### src/rtl/config_pkg.sv
// config_pkg: shared FSM state type, default word width and checksum width for the config loader.
package config_pkg;
  localparam int DEF_WORD_W = 32;
  localparam int CSUM_W = DEF_WORD_W;
  typedef enum logic [2:0] {ST_IDLE, ST_SHIFT, ST_CHECK, ST_DONE, ST_ERR} state_e;
  function automatic int ceil_div(input int a, input int b);
    return (a + b - 1) / b;
  endfunction
endpackage

### src/rtl/cfg_shifter.sv
// cfg_shifter: one-word MSB-first shift register backed by a single holding buffer.
module cfg_shifter
  import config_pkg::*;
#(
  parameter int WORD_W = DEF_WORD_W
) (
  input  logic              prog_clk,
  input  logic              rst,
  input  logic              flush_i,
  input  logic              load_i,
  input  logic [WORD_W-1:0] word_i,
  input  logic              pop_i,
  output logic              buf_full_o,
  output logic              bit_valid_o,
  output logic              bit_o
);
  localparam int CW = $clog2(WORD_W + 1);
  logic [WORD_W-1:0] sr_q, sr_d, buf_q, buf_d;
  logic [CW-1:0]     cnt_q, cnt_d, left;
  logic              full_q, full_d;
  assign bit_o       = sr_q[WORD_W-1];
  assign bit_valid_o = cnt_q != '0;
  assign buf_full_o  = full_q;
  // An emptying shift register refills in the same cycle, from the buffer first.
  always_comb begin
    left   = cnt_q - CW'(pop_i && cnt_q != '0);
    sr_d   = (pop_i && left != '0) ? sr_q << 1 : sr_q;
    cnt_d  = left;
    buf_d  = buf_q;
    full_d = full_q;
    if (flush_i) begin
      sr_d   = '0;
      cnt_d  = '0;
      buf_d  = '0;
      full_d = 1'b0;
    end else if (left == '0 && full_q) begin
      sr_d   = buf_q;
      cnt_d  = CW'(WORD_W);
      full_d = 1'b0;
    end else if (left == '0 && load_i) begin
      sr_d  = word_i;
      cnt_d = CW'(WORD_W);
    end else if (load_i) begin
      buf_d  = word_i;
      full_d = 1'b1;
    end
  end
  always_ff @(posedge prog_clk or negedge rst) begin
    if (!rst) begin
      sr_q   <= '0;
      buf_q  <= '0;
      cnt_q  <= '0;
      full_q <= 1'b0;
    end else begin
      sr_q   <= sr_d;
      buf_q  <= buf_d;
      cnt_q  <= cnt_d;
      full_q <= full_d;
    end
  end
endmodule

### src/rtl/config_loader.sv
// config_loader: streams configuration words serially into a scan chain and verifies a trailing XOR checksum.
module config_loader
  import config_pkg::*;
#(
  parameter int CHAIN_LEN = 1024,
  parameter int WORD_W    = DEF_WORD_W
) (
  input  logic              prog_clk,
  input  logic              rst,
  input  logic              start,
  input  logic [WORD_W-1:0] cfg_data,
  input  logic              cfg_valid,
  output logic              cfg_ready,
  output logic              prog_out,
  output logic              prog_en,
  output logic              busy,
  output logic              done,
  output logic              err
);
  localparam int N_WORDS = ceil_div(CHAIN_LEN, WORD_W);
  localparam int BW = $clog2(CHAIN_LEN + 1);
  localparam int NW = $clog2(N_WORDS + 1);
  state_e            state_q;
  logic [BW-1:0]     bit_cnt_q;
  logic [NW-1:0]     word_cnt_q;
  logic [WORD_W-1:0] csum_q;
  logic              busy_q, done_q, err_q;
  logic              buf_full, bit_valid, bit_msb, load, last_bit;
  assign cfg_ready = (state_q == ST_SHIFT && !buf_full && word_cnt_q < NW'(N_WORDS)) ||
                     state_q == ST_CHECK;
  assign load      = cfg_valid && cfg_ready && state_q == ST_SHIFT;
  assign prog_en   = state_q == ST_SHIFT && bit_valid;
  assign prog_out  = prog_en && bit_msb;
  assign last_bit  = prog_en && bit_cnt_q == BW'(CHAIN_LEN - 1);
  assign busy      = busy_q;
  assign done      = done_q;
  assign err       = err_q;
  // Flushing on the last chain bit drops the unused low bits of the final word.
  cfg_shifter #(.WORD_W(WORD_W)) u_shifter (
    .prog_clk   (prog_clk),
    .rst        (rst),
    .flush_i    (last_bit),
    .load_i     (load),
    .word_i     (cfg_data),
    .pop_i      (prog_en),
    .buf_full_o (buf_full),
    .bit_valid_o(bit_valid),
    .bit_o      (bit_msb)
  );
  always_ff @(posedge prog_clk or negedge rst) begin
    if (!rst) begin
      state_q    <= ST_IDLE;
      bit_cnt_q  <= '0;
      word_cnt_q <= '0;
      csum_q     <= '0;
      busy_q     <= 1'b0;
      done_q     <= 1'b0;
      err_q      <= 1'b0;
    end else begin
      case (state_q)
        ST_IDLE, ST_DONE, ST_ERR: if (start) begin
          state_q    <= ST_SHIFT;
          bit_cnt_q  <= '0;
          word_cnt_q <= '0;
          csum_q     <= '0;
          busy_q     <= 1'b1;
          done_q     <= 1'b0;
          err_q      <= 1'b0;
        end
        ST_SHIFT: begin
          if (load) begin
            csum_q     <= csum_q ^ cfg_data;
            word_cnt_q <= word_cnt_q + NW'(1);
          end
          if (prog_en) bit_cnt_q <= bit_cnt_q + BW'(1);
          if (last_bit) state_q <= ST_CHECK;
        end
        ST_CHECK: if (cfg_valid) begin
          state_q <= (cfg_data == csum_q) ? ST_DONE : ST_ERR;
          busy_q  <= 1'b0;
          done_q  <= cfg_data == csum_q;
          err_q   <= cfg_data != csum_q;
        end
        default: state_q <= ST_IDLE;
      endcase
    end
  end
endmodule
### config.mk
export PLATFORM = sky130hd
export DESIGN_NAME = config_loader
export DESIGN_NICKNAME = d
export VERILOG_FILES = /design/src/rtl/config_pkg.sv /design/src/rtl/cfg_shifter.sv /design/src/rtl/config_loader.sv
export SDC_FILE = /design/constraint.sdc
export NUM_CORES = 1
export LEC_CHECK = 0
export BUFFER_PORTS_ARGS = -buffer_cell sky130_fd_sc_hd__clkbuf_2
export CORE_UTILIZATION = 40
export DETAILED_ROUTE_END_ITERATION = 8
export GPL_ROUTABILITY_DRIVEN = 0
export GPL_TIMING_DRIVEN = 0
export SYNTH_ARGS = -nofsm -noshare
export SYNTH_HDL_FRONTEND = slang
export SYNTH_SLANG_ARGS = --single-unit
export TNS_END_PERCENT = 50
### constraint.sdc
create_clock -name prog_clk -period 3.6 [get_ports prog_clk]
set_input_delay 0.72 -clock prog_clk [delete_from_list [all_inputs] [get_ports prog_clk]]
set_output_delay 0.72 -clock prog_clk [all_outputs]
set_load 0.02 [all_outputs]
Word level (Yosys, flattened, before mapping). Cells that the tools add are included. Widths: inputs -> output; s select.

Register bits after elaboration: 126.

Add/sub/neg operators: 3. Order comparisons: 1. Equality and inequality tests: 15. Muxes and demuxes: 37. Bitwise gates (word level): 1. Reduce and logical (&&, ||, !) cells: 29.

Operators by type and width (number): $mux 32 (10); $pmux 32 s2 (1); $eq 32x32->1 (1); $ne 32x32->1 (1); $xor 32x32->32 (1); $mux 6 (5); $mux 11 (2); $pmux 11 s2 (1); $reduce_and 3->1 (5); $mux 3 (4); $ne 2x2->1 const B (6); $pmux 6 s2 (1); $reduce_bool 6->1 (2); $add 11x1->11 const B (1); $eq 11x10->1 const B (1); $logic_and 1x1->1 (11); $mux 1 (9); $pmux 3 s3 (1); $add 6x1->6 const B (1); $eq 3x2->1 const B (2); $logic_not 6->1 (1); $lt 6x6->1 const B (1); $pmux 1 s2 (3); $reduce_bool 2->1 (3); 12 further kinds (12).

Logic depth before layout (Yosys ltp).
Depth in word-level cells: 10. Gate-level depth with buffers: 15.

Hierarchy. From an unflattened synthesis, not the netlist that was laid out.

Cell total of the unflattened synthesis: 714. Area, all modules: 6706.4 um^2.

By module, submodules not included: cfg_shifter (times used 1, cells each 375, area an instance 3702.3 um^2, seq. area each 1776.7 um^2); config_loader (times used 1, cells each 339, area an instance 3004.1 um^2, seq. area each 1376.3 um^2).

Worst setup path before layout. OpenSTA, ideal clock, no wires.

Kind: reg2reg. Start point: register u_shifter.cnt_q[2]. End point: register u_shifter.sr_q[16]. Library setup time: 126 ps. Arrival time: 3475 ps. Data required time: 3474 ps. Path slack: -1 ps. Stages on the path, launching flop included: 15. Path buffers: 4. Period minus slack after synthesis: 3601 ps. Cell sequence: dfrtp_1 or4_4 o31ai_4 buf_4 inv_2 ha_1 ha_1 xnor2_1 nor4b_2 and2_1 buf_2 nor3_1 buf_2 buf_2 a221o_1.

Word-level cells in the longest chain between the ends: 9. Elaborated cells on any way between the ends: 14. Classes of those cells: add/sub: 1; mux: 3; reduce/logical: 10.

RTL lines: from (decl) (line cfg_shifter.sv:19) `logic [CW-1:0] cnt_q, cnt_d, left;`; from (signal assigned) (line cfg_shifter.sv:57) `cnt_q <= cnt_d;`; $reduce_bool 6->1 (*) (line cfg_shifter.sv:22) `assign bit_valid_o = cnt_q != '0;`; $logic_and 1x1->1 (*) (line config_loader.sv:32) `assign prog_en = state_q == ST_SHIFT && bit_valid;`; via prog_en (line config_loader.sv:15) `output logic prog_en,`; $logic_and 1x1->1 (line cfg_shifter.sv:26) `left = cnt_q - CW'(pop_i && cnt_q != '0);`; $sub 6x1->6 (line cfg_shifter.sv:26); $logic_not 6->1 (line cfg_shifter.sv:36, cfg_shifter.sv:40); $logic_and 1x1->1 (line cfg_shifter.sv:40) `end else if (left == '0 && load_i) begin`; $mux 32 (line cfg_shifter.sv:40); $mux 32 (line cfg_shifter.sv:36) `end else if (left == '0 && full_q) begin`; $mux 32 (line cfg_shifter.sv:31) `if (flush_i) begin`; to (signal assigned) (line cfg_shifter.sv:55) `sr_q <= sr_d;`; to (decl) (line cfg_shifter.sv:18) `logic [WORD_W-1:0] sr_q, sr_d, buf_q, buf_d;`.

The timed path passes the listed nets; every way through them passes the cells marked *. A chain may end at the register's enable or synchronous reset.

Final worst setup path.
Start point: register u_shifter.cnt_q[2]. End point: register u_shifter.sr_q[8].

Word-level cells in the longest chain between the ends: 9. Elaborated cells on any way between the ends: 14. Classes of those cells: add/sub: 1; mux: 3; reduce/logical: 10.

RTL lines (line): $reduce_bool 6->1 (cfg_shifter.sv:22, cfg_shifter.sv:26); $logic_and 1x1->1 (config_loader.sv:32); $logic_and 1x1->1 (cfg_shifter.sv:26); $sub 6x1->6 (cfg_shifter.sv:26); $logic_not 6->1 (cfg_shifter.sv:36, cfg_shifter.sv:40); $logic_and 1x1->1 (cfg_shifter.sv:40); $mux 32 (cfg_shifter.sv:40); $mux 32 (cfg_shifter.sv:36); $mux 32 (cfg_shifter.sv:31).

Parallel ways exist; a longest one is shown, timed or not.

==> run metrics <==
first-pass detailed-route iteration total=5; first-pass GRT wire length=about 27000 um; Filler cells=between 1000 and 1500; IO Pins=42; syn_nets=approximately 680; DR DRC count=0; Die Height=between 100 and 150 um; GRT Overall Usage=about 22%; number of global-route vias before repair=~5100; status=complete, no violations; multiplexer area fraction after synthesis=5.522%; met3 routed WL=925 um; clock root cell=clkbuf_16; Max clock buf depth=2; clock-pin slew on the worst setup and hold paths=around 0.06 ns; H-tree levels=4; Ys Warns=0; num rows=45; highest metal used=met4; area of the multi-input gates=~0.0029 mm2; Reg2Reg Setup Slack=about 0.16 ns; clock latency on the worst-skew pair=0.42 ns; Placement Cell Area=0.006649 mm2; PwrDens=between 800 and 900 mW/mm2; total CTS buffers=17; final core utilization=about half; register area=roughly 0.0032 mm2; Post-Synth Simple-Gate Area=between 10% and 20%; fin crit share=95.51%; via count=around 5000; TritonCTS clock tree=done; Max Clk Rate=290.8 MHz; overall die width=approximately 130 um; port bufs=41; antenna cells=0; Overall Power=between 6000 and 7000 uW; top cells by area, synth=dfrtp_1, o21ai_0, mux2i_1, xor2_1, nor2_1; setup violators final=0; Detail Placement HPWL=between 10000 and 15000 um; Hold Violations, Final=0; Yosys top cell by area=dfrtp_1; Synth Area in Compound Gates=approximately 17%; Syn Std Cell Area=0.006163 mm2; CP required=3.90 ns; worst hold path type=in2async; Initial DRC Count=around 340; drt total wl=approximately 17000 um; grt ovf=0; final instance area=0.007417 mm2; Clock Sinks=between 100 and 150; Final ANT Viol Nets=0; Min Clock Period, post-route=roughly 3.4 ns; setup TNS=0 ns; Adder-Cell Fraction of Synth Area=0.8120%; peak supply drop=0.4369 mV; via/cell ratio=5.657; met1 wire length=slightly above 7000 um; largest family of logic cells by synthesized area=compound AO/OA/AOI/OAI gates; largest net degree at the start of global routing=110; clk_skew=0.006527 ns; Worst Setup End Kind=register; post-detailed-route wirelength per cell=between 15 and 20 um; RSZ-0062 raised after global routing=no; starting density of the core=about two fifths; Final nets=between 700 and 800; crit path DAT=3.74 ns; Static Leak=0.003590 uW; WHS=around 0.15 ns; post-synthesis sequential area ratio=between 50% and 60%; #FFs+latches synth=~130; worst-margin pin slew=approximately 0.77 ns; Slew HR=roughly half; Max Cap Viol=0; syn_area_per_cell=~9.7 um2; largest fanout on the critical path=10; ys async rst share=100.0%; share of post-route cells with drive strength above 1=roughly 15%; Synth cell types=49; ys flop type=dfrtp_1; wire length on met2=~8000 um; number of flops mapped to enable cells by yosys=0; Crit Path Category=reg2reg; initial antenna violation count=0; CORE AREA=between 0.015 and 0.02 mm2; die area=~0.016 mm2; Mapped Cells=between 600 and 700; Layout area overhead=20.34%; post-synth top area share=between 50% and 60%; Slew Limit Fails=0; XOR/XNOR Fraction of Synth Area=roughly 6.5%; Startpoint Class=register
==> area by class of cell <==
type / count / area share, %
inverter: 6 / 0.3374
tap: 188 / 3.171
sequential: 126 / 42.53
buffer: 35 / 2.362
multi-input combinational: 466 / 38.75
clock buffer: 18 / 5.921
clock inverter: 13 / 2.868
timing repair buffer: 50 / 4.065
==> power breakdown <==
group	internal, uW	switching, uW
Clock	1250	655
Combinational	891	1220
Sequential	2000	407
Total	4130	2290
==> cell families after synthesis <==
family	after synthesis
simple gates	222
compound gates	160
flops	126
xor+xnor	46
buf+inv	43
mux	34
fa+ha+maj	4
==> worst max-delay path, cell delays in order (launching register included) <==
cell	delay [ns]
dfrtp_1	0.38
or4_4	0.57
o31ai_4	0.22
buf_6	0.14
inv_4	0.07
ha_4	0.18
ha_4	0.28
nand2_1	0.08
nor4b_4	0.34
and2_4	0.27
nor3_1	0.08
buf_4	0.18
buf_4	0.17
a221o_1	0.36
==> state kept, by name, indices dropped and copies added (netlist names) <==
name                  cells
err                       1
u_shifter.sr_q           32
state_q                   3
u_shifter.buf_q          32
word_cnt_q                6
busy                      1
u_shifter.buf_full_o      1
csum_q                   32
bit_cnt_q                11
u_shifter.cnt_q           6
done                      1
==> layer usage <==
metal	vias up	GRT usage [%]
met2	173	36.43
met4	0	8.221
met3	28	4.630
met1	2518	29.19
met5	-	0
li1	2384	-
==> placed cells by master (no fill, tap or decap), types with 3 or more instances in the layout <==
| cell | synthesis | final |
|---|---|---|
| a211oi_1 | 6 | 6 |
| a21oi_1 | 35 | 35 |
| a221o_1 | 29 | 29 |
| and2_1 | 4 | 3 |
| buf_4 | 4 | 16 |
| bufinv_16 | 0 | 5 |
| clkbuf_1 | 25 | 20 |
| clkbuf_16 | 0 | 17 |
| clkbuf_2 | 0 | 44 |
| clkinvlp_4 | 0 | 3 |
| dfrtp_1 | 126 | 125 |
| inv_1 | 5 | 5 |
| mux2i_1 | 34 | 34 |
| nand2_1 | 82 | 82 |
| nand2b_1 | 3 | 3 |
| nand3_1 | 7 | 7 |
| nand4_1 | 7 | 7 |
| nor2_1 | 86 | 86 |
| nor2b_1 | 4 | 4 |
| nor3_1 | 7 | 7 |
| nor4_1 | 8 | 8 |
| o21ai_0 | 70 | 70 |
| xnor2_1 | 8 | 7 |
| xor2_1 | 38 | 38 |
==> stage by stage <==
step	cells	worst slack, ns
finish	902	0.1618
global route	902	0.02709
CTS	902	0.01358
detailed placement	865	-0.4716
global placement	864	-0.4255
floorplan	635	0.02958
==> path summary, 6_finish.rpt <==
path / start / depth (start not counted) / end
worst min register to register: bit_cnt_q[10] / 1 / bit_cnt_q[10]
max in group asynchronous: rst / 2 / u_shifter.cnt_q[4]
worst max-delay path: u_shifter.cnt_q[2] / 13 / u_shifter.sr_q[8]
min in group prog_clk: bit_cnt_q[10] / 1 / bit_cnt_q[10]
worst max register to register: u_shifter.cnt_q[2] / 13 / u_shifter.sr_q[8]
worst min-delay path: rst / 1 / busy
==> cell usage after synthesis (all sizes together), types with 4 or more instances <==
| cell type | count |
|---|---|
| a211oi | 7 |
| a21oi | 35 |
| a221o | 29 |
| and2 | 4 |
| buf | 12 |
| clkbuf | 25 |
| dfrtp | 126 |
| ha | 4 |
| inv | 6 |
| mux2i | 34 |
| nand2 | 82 |
| nand3 | 7 |
| nand4 | 7 |
| nor2 | 86 |
| nor2b | 4 |
| nor3 | 8 |
| nor4 | 8 |
| o21ai | 71 |
| xnor2 | 8 |
| xor2 | 38 |
==> repair_timing <==
item | CTS | global route
pin swaps | 3 | 2
hold buffers | 0 | 0
resized for setup | 15 | 7
buffers inserted | 6 | 2
setup endpoints to repair | 62 | 62
(Power assumes the default switching activity.)
